==> config.mk <==
export PLATFORM = sky130hd
export DESIGN_NAME = rotate_left_seq_flat
export DESIGN_NICKNAME = d
export VERILOG_FILES = /design/src/rtl/rotate_left_seq_if.sv /design/src/rtl/rotate_left_seq.sv /design/src/flat_wrapper.sv
export SDC_FILE = /design/constraint.sdc
export NUM_CORES = 1
export LEC_CHECK = 0
export BUFFER_PORTS_ARGS = -buffer_cell sky130_fd_sc_hd__buf_2
export CORE_MARGIN = 3
export CORE_UTILIZATION = 52
export DETAILED_ROUTE_END_ITERATION = 7
export MAX_ROUTING_LAYER = met4
export PLACE_DENSITY = 0.81
export RECOVER_POWER = 25
export REMOVE_ABC_BUFFERS = 1
export SETUP_SLACK_MARGIN = 0.5
export SLEW_MARGIN = 20
export SYNTH_ARGS = -nofsm -noshare
export SYNTH_HDL_FRONTEND = slang
export SYNTH_SLANG_ARGS = --single-unit
==> constraint.sdc <==
create_clock -name clk -period 2.9 [get_ports clk]
set_clock_uncertainty 0.2 [all_clocks]
set_input_delay 0.725 -clock clk [delete_from_list [all_inputs] [get_ports clk]]
set_output_delay 0.725 -clock clk [all_outputs]
set_load 0.005 [all_outputs]
==> src/rtl/rotate_left_seq_if.sv <==
// -----------------------------------------------------------------------------
// rotate_left_seq_if
//   Handshake/data bundle for the sequential left-rotate unit.
//   master : requester side (drives start, a, amt; observes ready, done_tick, y)
//   slave  : rotate unit side (observes start, a, amt; drives ready, done_tick, y)
// Signals
//   start     request, honoured only while ready=1
//   a         N-bit operand, captured on the accepted start edge
//   amt       W-bit rotate amount 0..N-1, captured with a
//   ready     unit is idle and can accept start
//   done_tick one-cycle pulse, y holds the finished result
//   y         registered result, held until the next accepted start
// -----------------------------------------------------------------------------
interface rotate_left_seq_if #(
    parameter int N = 8,
    parameter int W = 3
);
    logic         start;
    logic [N-1:0] a;
    logic [W-1:0] amt;
    logic         ready;
    logic         done_tick;
    logic [N-1:0] y;

    modport master (
        output start, a, amt,
        input  ready, done_tick, y
    );

    modport slave (
        input  start, a, amt,
        output ready, done_tick, y
    );
endinterface

==> src/rtl/rotate_left_seq.sv <==
// -----------------------------------------------------------------------------
// rotate_left_seq
//   Sequential left rotator: captures an operand and an amount on an accepted
//   start, then rotates the operand left by one bit per clock until the amount
//   is used up, and signals completion with a one-cycle done_tick.
// Ports
//   clk   system clock, rising edge active
//   reset asynchronous, active-high reset; aborts any operation in progress
//   bus   rotate_left_seq_if.slave (start, a, amt, ready, done_tick, y)
// -----------------------------------------------------------------------------
module rotate_left_seq #(
    parameter int N = 8,
    parameter int W = 3
) (
    input  logic                clk,
    input  logic                reset,
    rotate_left_seq_if.slave    bus
);

    typedef enum logic [1:0] {
        IDLE,
        OP,
        DONE
    } state_t;

    state_t         r_state;
    state_t         w_nextState;
    logic [N-1:0]   r_data;
    logic [W-1:0]   r_cnt;
    logic           w_ready;
    logic           w_doneTick;

    // State register
    always_ff @(posedge clk or posedge reset) begin
        if (reset) begin
            r_state <= IDLE;
        end else begin
            r_state <= w_nextState;
        end
    end

    // Next-state logic. A zero amount skips OP entirely; otherwise OP is left
    // on the edge where the counter still reads 1, so the counter never wraps.
    always_comb begin
        w_nextState = r_state;
        case (r_state)
            IDLE: begin
                if (bus.start) begin
                    w_nextState = (bus.amt != '0) ? OP : DONE;
                end
            end
            OP: begin
                if (r_cnt == W'(1)) begin
                    w_nextState = DONE;
                end
            end
            DONE: begin
                w_nextState = IDLE;
            end
            default: begin
                w_nextState = IDLE;
            end
        endcase
    end

    // Moore outputs decoded from the state only
    always_comb begin
        w_ready    = 1'b0;
        w_doneTick = 1'b0;
        case (r_state)
            IDLE:    w_ready    = 1'b1;
            DONE:    w_doneTick = 1'b1;
            default: ;
        endcase
    end

    // Datapath: operand and amount are captured only on an accepted start,
    // so later changes to a/amt cannot disturb an operation in flight.
    always_ff @(posedge clk or posedge reset) begin
        if (reset) begin
            r_data <= '0;
            r_cnt  <= '0;
        end else begin
            case (r_state)
                IDLE: begin
                    if (bus.start) begin
                        r_data <= bus.a;
                        r_cnt  <= bus.amt;
                    end
                end
                OP: begin
                    r_data <= {r_data[N-2:0], r_data[N-1]};
                    r_cnt  <= r_cnt - W'(1);
                end
                default: ;
            endcase
        end
    end

    assign bus.ready     = w_ready;
    assign bus.done_tick = w_doneTick;
    assign bus.y         = r_data;

endmodule

==> src/flat_wrapper.sv <==
// flat-port wrapper written by rule: the top's interface ports become plain ports
module rotate_left_seq_flat 
#(
    parameter int N = 8,
    parameter int W = 3
)
  (clk, reset, bus_start, bus_a, bus_amt, bus_ready, bus_done_tick, bus_y);
  rotate_left_seq_if #(.N(N), .W(W)) bus_i ();
  input  logic clk;
  input  logic reset;
  input wire logic [$bits(bus_i.start)-1:0] bus_start;
  input wire logic [$bits(bus_i.a)-1:0] bus_a;
  input wire logic [$bits(bus_i.amt)-1:0] bus_amt;
  output wire logic [$bits(bus_i.ready)-1:0] bus_ready;
  output wire logic [$bits(bus_i.done_tick)-1:0] bus_done_tick;
  output wire logic [$bits(bus_i.y)-1:0] bus_y;
  assign bus_i.start = bus_start;
  assign bus_i.a = bus_a;
  assign bus_i.amt = bus_amt;
  assign bus_ready = bus_i.ready;
  assign bus_done_tick = bus_i.done_tick;
  assign bus_y = bus_i.y;
  rotate_left_seq #(.N(N), .W(W)) u_core (.clk(clk), .reset(reset), .bus(bus_i));
endmodule
# Yosys cells after proc, flatten, opt, wreduce, memory -nomap -nowiden
# Index checks and enable logic that the tools add are counted.
# totals
out_inout_bits	10
inputBits	14
word_cells	24
reg_bits	13
# op_classes
eq_ne	5
reduce_logical	5
muxes	10
n_addsub	1
# ops
cell	n
case mux 8 bit (2 select lines)	1
two-way mux 8 bit	1
two-way mux 2 bit	3
case mux 3 bit (2 select lines)	1
case mux 2 bit (2 select lines)	1
AND reduction 2 bit	2
equality test 3 x 1 -> 1 bit, second input constant	1
two-way mux 3 bit	1
nonzero test 3 bit	1
subtractor 3 x 1 -> 3 bit, second input constant	1
equality test 2 x 1 -> 1 bit, second input constant	1
equality test 2 bit, second input constant	1
logical NOT 2 bit	1
two-way mux 1 bit	2
!= test 2 x 1 -> 1 bit, second input constant	1
!= test 2 bit, second input constant	1
nonzero test 2 bit	1

# Longest topological paths before layout
# Gate-level depths: netlist (run 1).
# depth
word_depth	4
ltp_mapped	5
depth_no_buf	5

# Worst setup path after synthesis (run 1)
# Ideal clock, no wire load.
# synth_timing
kind	reg2out
start	register u_core.r_state[0]
end	output port bus_ready
t_required_ns	1.975
stages_incl_launch_ff	4
slack_ns	1.174
path_buffers	2
arrival_ns	0.801
path_cell_list	dfrtp_1 > buf_2 > clkbuf_1 > nor2_1
# synth_via
elab_chain_cells	2
# synth_rtl
item	line_no	text
start, declared	rotate_left_seq.sv:26	state_t r_state;
start signal, assigned	rotate_left_seq.sv:38	r_state <= w_nextState;
logical NOT 2 bit	rotate_left_seq.sv:70	case (r_state)
two-way mux 1 bit	rotate_left_seq.sv:70	
end, declared	flat_wrapper.sv:14	output wire logic [$bits(bus_i.ready)-1:0] bus_ready;
# Every way passes these cells.

# Worst setup path in the final report (run 1)
# layout_timing
start	register u_core.r_state[1]
end	output port bus_done_tick
# layout_via
elab_chain_cells	2
# layout_rtl
item	line_no	text
equality test 2 bit	rotate_left_seq.sv:70	
two-way mux 1 bit	rotate_left_seq.sv:70	
end, declared	flat_wrapper.sv:15	output wire logic [$bits(bus_i.done_tick)-1:0] bus_done_tick;
# Every way passes these cells.

==> flow_summary.yaml, run 1 <==
global_routing:
  grt_max_degree: 21
  grt_pass1_wl_um: 2710
  grt_antenna_before_repair: 0
  grt_overflow: 0
  grt_pass1_vias: 656
  track_usage_pct: 19.7
critical_path:
  r2r_start: "u_core.r_state[1]$_DFFE_PP0P_"
  worstSetupPathDepth: 2
  crit_buf_inv: 1
  worst_path_max_delay_cell: "dfrtp_1"
  start_kind: "flip-flop"
  cp-end-kind: "output port"
  critPathRequiredTime_ns: 1.98
  crit_path_start: "u_core.r_state[1]$_DFFE_PP0P_"
  rr_endpoint: "u_core.bus.y[5]$_DFFE_PP0P_"
  ff2ff_setup_slack_ns: 1.10
  r2r.worst_path.cells: 3
  max_stage_delay_ns: 0.73
  crit_arrival_ns: 1.33
  worstPathMaxFanout: 19
  crit_end: "bus_done_tick"
  cp_cell_sequence: "nor2b_1 -> buf_2"
  path_class: "reg2out"
  crit_family: "flip-flops"
logic_synthesis:
  synth_top_family_by_area: "compound AO/OA/AOI/OAI gates"
  synth_seq_area_share_pct: 43.0
  yosys.area_share.simple_pct: 15.9
  synth_fa_ha_area_share_pct: 3.31
  synth_xor_area_share_pct: 0
  synth_mux_area_share_pct: 1.32
  yosys-top-cells-area: "dfrtp_1, nor2b_1, a22oi_1"
  yosysUniqueCellTypes: 24
  synth-main-ff-cell: "dfrtp_1"
  synth-edff-count: 0
  yosysTopAreaCellShare_pct: 43.0
  synth.ff_latch_count: 13
  yosysMostFrequentCell: "dfrtp_1"
  syn_avg_cell_area_um2: 9.22
  async_flop_share_pct: 100
  synth.cell_area_um2: 756
  syn_inst: 82
  synthTopCellsByCount: "dfrtp_1, o21ai_0, nor2b_1, a21oi_1, a22oi_1"
  ys_warn_count: 0
  yosysTopAreaCell: "dfrtp_1"
  synth_compound_area_share_pct: 27.6
detailed_routing:
  drt_iter0_drc: 14
  wl_per_cell_um: 14.6
  viasPerCell: 5.83
  met3_length_um: 77
  drtAntennaViolNets: 0
  drc: 0
  top_layer: "met4"
  routed_wl_um: 1700
  route.met2.wl_um: 822
  routedLengthMet1_um: 766
  first_pass_iters: 4
  via_count: 682
pwr:
  p_int_mw: 0.507
  clock_power_share_pct: 13.4
  total_power_mw: 0.858
  seq_power_share_pct: 44.7
  p_sw_mw: 0.351
  p_per_area_nw_per_um2: 988
  irDropWorstVdd_v: 0.000497
  p_leak_nw: 0.418
  switching_share_pct: 40.9
  comb_power_share_pct: 42.0
floorplan:
  fp.dieW_um: 44.1
  core_um2: 1330
  ios: 24
  initial_utilization_pct: 56.7
  core.rowCount: 13
  dieArea_um2: 1950
  die_h_um: 44.1
timing:
  max_freq_mhz: 444
  setup_viol: 0
  worstMarginPinSlew_ns: 0.609
  hold_viol_final: 0
  layout_setup_ws_ns: 0.649
  fin_crit_ns: 2.25
  fin_tns_setup_ns: 0
  slew_viol_final: 0
  slew_headroom_pct: 59.4
  finalCritPeriodShare_pct: 77.6
  rsz0062_at_grt: "false"
clock_network:
  cts-hold-fix-buffers: 0
  insertion_delay_ns: 0.28
  tritoncts: "built"
  cts-root-buf: "clkbuf_4"
  clk_pin_slew_ns: 0.08
  htreeDepth: 1
  clk_path_buf_depth: 2
  cts-resized-gates: 0
  cts_inserted_buffers: 3
  cts_setup_buffers: 0
  clkSinkCount: 13
final_layout:
  drive_above_1_share_pct: 26.5
  area_growth_pct: 14.9
  diodes: 0
  final_nets: 119
worst_hold_path:
  hold_path.class: "in2async"
run_status:
  status: "complete, no violations"
place:
  dp_hpwl_um: 1220
  routabilityCongestion: 0.797
  dp_slack_ns: 0.806
  port_buffers: 23
job:
  drv_cap: 0
-- worst min-delay path by stage --
stage	end	startpoint	cells after the start	slack, ns
after floorplan	u_core.r_cnt[1]$_DFFE_PP0P_	u_core.r_cnt[1]$_DFFE_PP0P_	1	0.26
after global placement	u_core.r_cnt[1]$_DFFE_PP0P_	u_core.r_cnt[1]$_DFFE_PP0P_	1	0.27
after detailed placement	u_core.r_cnt[1]$_DFFE_PP0P_	u_core.r_cnt[1]$_DFFE_PP0P_	1	0.28
after CTS	u_core.bus.y[1]$_DFFE_PP0P_	reset	2	0.28
after global routing	u_core.bus.y[6]$_DFFE_PP0P_	reset	2	0.28
final	u_core.r_cnt[0]$_DFFE_PP0P_	reset	2	0.25
-- registers in the layout (all words and copies together) (netlist names) --
name	cells
u_core.r_state	2
u_core.bus.y	8
u_core.r_cnt	3
-- worst register-to-register path, stage by stage, from the launching register on --
cell and delay (ns):
dfrtp_1 0.61, nor2b_1 0.58, a21oi_1 0.14, o21ai_0 0.19
-- area by class of cell --
cell class	instances	area [um^2]
clock buffers	4	26.3
fillers	123	465
inverters	5	18.8
multi-input cells	57	364
flip-flops and latches	13	325
well taps	15	18.8
repair buffers	23	115
-- cell families (layout without fill, tap and decap cells) --
group	Yosys count	after routing
AO/OA/AOI/OAI	34	34
AND/OR/NAND/NOR	20	20
flip-flops	13	13
buffers and inverters	12	32
adder cells (fa/ha/maj)	2	2
multiplexers	1	1
-- per-layer routing --
layer | vias to the layer above | global-route usage (%)
li1 | 333 | -
met1 | 328 | 21.6
met2 | 17 | 32.3
met3 | 4 | 4.07
met4 | 0 | 12.0
met5 | - | -
-- per-stage QoR --
stage / area, um^2 / cells / hold slack [ns] / util [%]
finish: 868 / 117 / 0.254 / 65.1
global route: 868 / 117 / 0.282 / 65.1
floorplan: 708 / 75 / 0.260 / -
CTS: 868 / 117 / 0.278 / 65.1
detailed placement: 842 / 113 / 0.278 / 63.1
global placement: 842 / 113 / 0.273 / 63.1
-- placed cells by master (no fill, tap or decap), types with 2 or more instances in the layout --
cell type / instances
nor2b_1: 10
ha_1: 2
clkbuf_4: 3
inv_1: 5
buf_2: 23
dfrtp_1: 13
a21oi_1: 9
a2bb2oi_1: 2
nor2_1: 4
a22oi_1: 8
o21ai_0: 11
-- power by group through the flow --
stage	logic, mW	clock network, mW	registers [mW]
after floorplan	0.242	0	0.361
after global placement	0.350	0	0.382
after detailed placement	0.365	0	0.385
after CTS	0.366	0.114	0.382
after global routing	0.413	0.125	0.399
final	0.360	0.115	0.384
Note: power is estimated with default switching activity, not from simulation.
==> run 2: changes to the inputs <==
--- a/config.mk
+++ b/config.mk
@@ -7,10 +7,10 @@
 export LEC_CHECK = 0
 export BUFFER_PORTS_ARGS = -buffer_cell sky130_fd_sc_hd__buf_2
 export CORE_MARGIN = 3
-export CORE_UTILIZATION = 52
+export CORE_UTILIZATION = 48
 export DETAILED_ROUTE_END_ITERATION = 7
 export MAX_ROUTING_LAYER = met4
-export PLACE_DENSITY = 0.81
+export PLACE_DENSITY = 0.76
 export RECOVER_POWER = 25
 export REMOVE_ABC_BUFFERS = 1
 export SETUP_SLACK_MARGIN = 0.5
==> constraint.sdc (replaced) <==
create_clock -name clk -period 2.3 [get_ports clk]
set_clock_uncertainty 0.2 [all_clocks]
set_input_delay 0.575 -clock clk [delete_from_list [all_inputs] [get_ports clk]]
set_output_delay 0.575 -clock clk [all_outputs]
set_load 0.005 [all_outputs]
==> run 2 against run 1 <==
Effect of this change:
- worst hold slack got worse by 0.13 ns
- highest routed layer unchanged
- sequential power up 14%
- critical path type unchanged
- utilization up 0.96 points
- combinational power increased by 56%
- critical endpoint is now bus_ready
==> flow_summary.yaml, run 2 (synthesis results as in run 1) <==
critical_path:
  crit_end: "bus_ready"
  max_stage_delay_ns: 0.46
  cp-end-kind: "output port"
  r2r.worst_path.cells: 5
  crit_arrival_ns: 0.96
  worstSetupPathDepth: 2
  worstPathMaxFanout: 7
  crit_path_start: "u_core.r_state[0]$_DFFE_PP0P_"
  critPathRequiredTime_ns: 1.52
  ff2ff_setup_slack_ns: 0.77
  crit_buf_inv: 1
  r2r_start: "u_core.r_state[1]$_DFFE_PP0P_"
  rr_endpoint: "u_core.r_cnt[0]$_DFFE_PP0P_"
  cp_cell_sequence: "nor2_1 -> buf_2"
  start_kind: "flip-flop"
  worst_path_max_delay_cell: "dfrtp_2"
  path_class: "reg2out"
  crit_family: "flip-flops"
final_layout:
  largest_reg_flops: 8
  drive_above_1_share_pct: 32.4
  final_nets: 125
  postLayoutCoreUtil_pct: 66.1
  mostFrequentLayoutCell: "buf_2"
  final_cell_mix: "buf_2, o21ai_0, dfrtp_1"
  area_growth_pct: 20.9
  diodes: 0
timing:
  slew_headroom_pct: 65.7
  rsz0062_at_grt: "false"
  fin_tns_setup_ns: 0
  slew_viol_final: 0
  finalCritPeriodShare_pct: 75.4
  layout_setup_ws_ns: 0.565
  max_freq_mhz: 576
  worstMarginPinSlew_ns: 0.514
  setup_viol: 0
  hold_viol_final: 0
  fin_crit_ns: 1.74
place:
  routabilityCongestion: 0.747
  port_buffers: 23
  dp_hpwl_um: 1150
  dp_slack_ns: 0.496
pwr:
  irDropWorstVdd_v: 0.000741
  p_int_mw: 0.688
  comb_power_share_pct: 49.4
  switching_share_pct: 39.5
  p_leak_nw: 0.445
  clock_power_share_pct: 12.3
  total_power_mw: 1.14
  seq_power_share_pct: 38.3
  p_sw_mw: 0.450
  p_per_area_nw_per_um2: 1250
detailed_routing:
  drt_iter0_drc: 16
  wl_per_cell_um: 14.0
  viasPerCell: 5.53
  drc: 0
  drtAntennaViolNets: 0
  routed_wl_um: 1720
  via_count: 680
  first_pass_iters: 4
global_routing:
  grt_pass1_wl_um: 2670
  grt_overflow: 0
  grt_max_degree: 14
  track_usage_pct: 18.4
  grt_antenna_before_repair: 0
  grt_pass1_vias: 612
clock_network:
  clkSinkCount: 13
  clk_pin_slew_ns: 0.08
  cts_inserted_buffers: 3
  tritoncts: "built"
  htreeDepth: 1
  insertion_delay_ns: 0.28
  clk_path_buf_depth: 2
  cts-root-buf: "clkbuf_4"
run_status:
  status: "complete, no violations"
floorplan:
  dieArea_um2: 2090
  initial_utilization_pct: 54.7
  fp.dieW_um: 45.7
  die_h_um: 45.7
  ios: 24
  core.rowCount: 13
  core_um2: 1380
worst_hold_path:
  hold_path.class: "in2async"
job:
  drv_cap: 0
-- run 2: changes by cell type in the layout (fill, tap and decap cells not counted), sizes merged --
cell	change
buf	+6
-- run 2: power by group through the flow --
stage          Sequential (mW)  Clock (mW)  Combinational, mW
6_report                 0.437       0.140              0.562
4_1_cts                  0.444       0.144              0.528
5_1_grt                  0.455       0.157              0.635
3_3_place_gp             0.478           0              0.451
3_5_place_dp             0.483           0              0.460
2_1_floorplan            0.456           0              0.305
-- run 2: final cells by class --
cell class / count / area [um^2]
inverters: 5 / 18.8
multi-input cells: 57 / 364
fillers: 115 / 469
repair buffers: 29 / 158
well taps: 15 / 18.8
clock buffers: 4 / 26.3
flip-flops and latches: 13 / 328
-- run 2: stage by stage --
step / area (um^2) / hold WS (ns) / std cells
3_3_place_gp: 850 / 0.275 / 114
3_5_place_dp: 850 / 0.282 / 114
5_1_grt: 913 / 0.138 / 123
2_1_floorplan: 708 / 0.252 / 75
6_report: 913 / 0.120 / 123
4_1_cts: 898 / 0.126 / 121
-- run 2: routing by layer --
metal / global-route usage [%] / routed length (um) / vias to the layer above
li1: - / - / 341
met1: 22.8 / 751 / 319
met2: 28.4 / 837 / 18
met3: 5.93 / 118 / 2
met4: 5.26 / 12 / 0
met5: - / 0 / -
-- run 2: worst min path at each step --
stage	cells after the start	end
finish	2	u_core.bus.y[3]$_DFFE_PP0P_
global route	2	u_core.bus.y[4]$_DFFE_PP0P_
CTS	2	u_core.bus.y[3]$_DFFE_PP0P_
detailed placement	1	u_core.r_cnt[1]$_DFFE_PP0P_
global placement	1	u_core.r_cnt[1]$_DFFE_PP0P_
floorplan	1	u_core.bus.y[0]$_DFFE_PP0P_
-- run 2: repair_timing --
| action | CTS | global route |
|---|---|---|
| endpoints found under the setup margin | 2 | 2 |
| gates resized for setup | 2 | 0 |
| hold endpoints to repair | 0 | 0 |
| setup buffers | 3 | 2 |
| hold buffers | 0 | 0 |
==> run 3: changes to the inputs <==
--- a/config.mk
+++ b/config.mk
@@ -7,10 +7,10 @@
 export LEC_CHECK = 0
 export BUFFER_PORTS_ARGS = -buffer_cell sky130_fd_sc_hd__buf_2
 export CORE_MARGIN = 3
-export CORE_UTILIZATION = 48
+export CORE_UTILIZATION = 44
 export DETAILED_ROUTE_END_ITERATION = 7
 export MAX_ROUTING_LAYER = met4
-export PLACE_DENSITY = 0.76
+export PLACE_DENSITY = 0.73
 export RECOVER_POWER = 25
 export REMOVE_ABC_BUFFERS = 1
 export SETUP_SLACK_MARGIN = 0.5
==> constraint.sdc (replaced) <==
create_clock -name clk -period 1.5 [get_ports clk]
set_clock_uncertainty 0.2 [all_clocks]
set_input_delay 0.375 -clock clk [delete_from_list [all_inputs] [get_ports clk]]
set_output_delay 0.375 -clock clk [all_outputs]
set_load 0.005 [all_outputs]
==> run 3 against run 2 <==
Effect of this change:
- the run now ends with hold timing, setup timing left
- non-clock buffer count rose by 24
- routed wire length rose by 49%
- worst hold slack got worse by 0.21 ns
- clock power rose by 65%
- critical path depth rose by 1
==> flow_summary.yaml, run 3 (synthesis results as in run 1) <==
run_status:
  status: "finished, violations left"
  violations: "hold timing, setup timing"
timing:
  slew_viol_final: 0
  layout_setup_ws_ns: -0.153
  finalCritPeriodShare_pct: 110
  hold_viol_final: 13
  fin_crit_ns: 1.65
  slew_headroom_pct: 64.4
  max_freq_mhz: 605
  setup_viol: 9
  whs_ns: -0.0934
  rsz0062_at_grt: "true"
  worstMarginPinSlew_ns: 0.534
global_routing:
  grt_pass1_wl_um: 3760
  grt_max_degree: 14
  grt_overflow: 0
  track_usage_pct: 25.1
  grt_antenna_before_repair: 0
  grt_pass1_vias: 807
clock_network:
  cts_inserted_buffers: 3
  clk_pin_slew_ns: 0.09
  htreeDepth: 1
  clkSinkCount: 13
  cts-root-buf: "clkbuf_4"
  clk_path_buf_depth: 2
  insertion_delay_ns: 0.29
  tritoncts: "built"
detailed_routing:
  via_count: 865
  drc: 0
  first_pass_iters: 4
  viasPerCell: 5.81
  routed_wl_um: 2560
  drt_iter0_drc: 14
  wl_per_cell_um: 17.2
  drtAntennaViolNets: 0
pwr:
  p_leak_nw: 0.629
  irDropWorstVdd_v: 0.00127
  total_power_mw: 2.67
  p_per_area_nw_per_um2: 2140
critical_path:
  cp-end-kind: "output port"
  max_stage_delay_ns: 0.43
  start_kind: "flip-flop"
  crit_family: "flip-flops"
  crit_buf_inv: 2
  path_class: "reg2out"
  crit_arrival_ns: 1.08
  worst_path_max_delay_cell: "dfrtp_2"
  worstPathMaxFanout: 3
  cp_cell_sequence: "buf_6 -> nor2b_1 -> buf_2"
  critPathRequiredTime_ns: 0.92
worst_hold_path:
  hold_path.class: "in2async"
final_layout:
  final_nets: 150
  diodes: 0
  mostFrequentLayoutCell: "buf_2"
  largest_reg_flops: 8
  final_cell_mix: "buf_2, buf_4, dfrtp_1"
  fill_cells: 91
  area_growth_pct: 65.4
  fin_area_um2: 1250
  stdcell_count: 149
  drive_above_1_share_pct: 52.6
  postLayoutCoreUtil_pct: 80.2
place:
  routabilityCongestion: 0.830
  place_inst: 122
  placed_area_um2: 903
  dp_hpwl_um: 1300
  port_buffers: 23
floorplan:
  initial_utilization_pct: 48.5
  fp.dieW_um: 47.4
  core_um2: 1560
  core.rowCount: 14
  dieArea_um2: 2250
  ios: 24
  die_h_um: 47.4
job:
  drv_cap: 0
## run 3: cell types whose count changed in the layout (fill, tap and decap cells not counted), moves of 2 or more
cell,delta
o21ai_0,-9
a22oi_1,-3
a22oi_2,+3
o21ai_1,+8
buf_4,+13
nor2b_1,-2
nor2b_4,+3
buf_6,+10
## run 3: metrics by stage
| step | TNS, ns | hold slack, ns | setup WS (ns) |
|---|---|---|---|
| floorplan | 0 | 0.0520 | 0.0660 |
| global placement | -0.271 | 0.225 | -0.0364 |
| finish | -0.495 | -0.0934 | -0.153 |
| global route | -0.894 | -0.0534 | -0.179 |
| detailed placement | -0.689 | 0.230 | -0.124 |
| CTS | -0.245 | -0.0761 | -0.146 |
## run 3: path summary, 6_finish.rpt
kind                                                from                            end  slack (ns)  depth (start not counted)
max reg2reg                u_core.r_state[0]$_DFFE_PP0P_    u_core.r_cnt[2]$_DFFE_PP0P_       -0.05                          6
min                                                reset  u_core.r_state[0]$_DFFE_PP0P_       -0.09                          2
max                        u_core.r_state[1]$_DFFE_PP0P_                  bus_done_tick       -0.15                          3
max in group asynchronous                          reset  u_core.r_state[1]$_DFFE_PP0P_        0.81                          2
min reg2reg                  u_core.r_cnt[1]$_DFFE_PP0P_    u_core.r_cnt[1]$_DFFE_PP0P_        0.30                          1
min in group clk                                bus_a[6]    u_core.bus.y[6]$_DFFE_PP0P_        0.16                          3
## run 3: final cells by class
| cell class | instances | area [um^2] | share of cell area [%] |
|---|---|---|---|
| inverter | 5 | 18.8 | 1.50 |
| multi-input combinational | 58 | 448 | 35.8 |
| tap | 16 | 20.0 | 1.60 |
| clock buffer | 4 | 26.3 | 2.10 |
| timing repair buffer | 53 | 410 | 32.8 |
| sequential | 13 | 327 | 26.1 |
## run 3: timing repair
| action | 4_1_cts | 5_1_grt |
|---|---|---|
| pin swaps | 5 | 2 |
| endpoints found under the setup margin | 23 | 23 |
| gates cloned | 2 | 0 |
| buffers inserted | 16 | 5 |
| gates resized for setup | 27 | 11 |
| endpoints found under the hold margin | 13 | 13 |
## run 3: layer usage
layer / share of wire, % / up-vias / global-route usage (%)
met5: 0 / - / -
met4: 5.3 / 0 / 13.3
met3: 5.5 / 13 / 3.76
met2: 50 / 44 / 41.4
met1: 39 / 417 / 29.1
li1: - / 391 / -
## run 3: report_power, final
part / switching (mW) / leakage, nW / internal, mW
Sequential: 0.0972 / 0.160 / 0.519
Combinational: 0.772 / 0.454 / 1.06
Clock: 0.128 / 0.0150 / 0.103
Total: 0.997 / 0.629 / 1.68
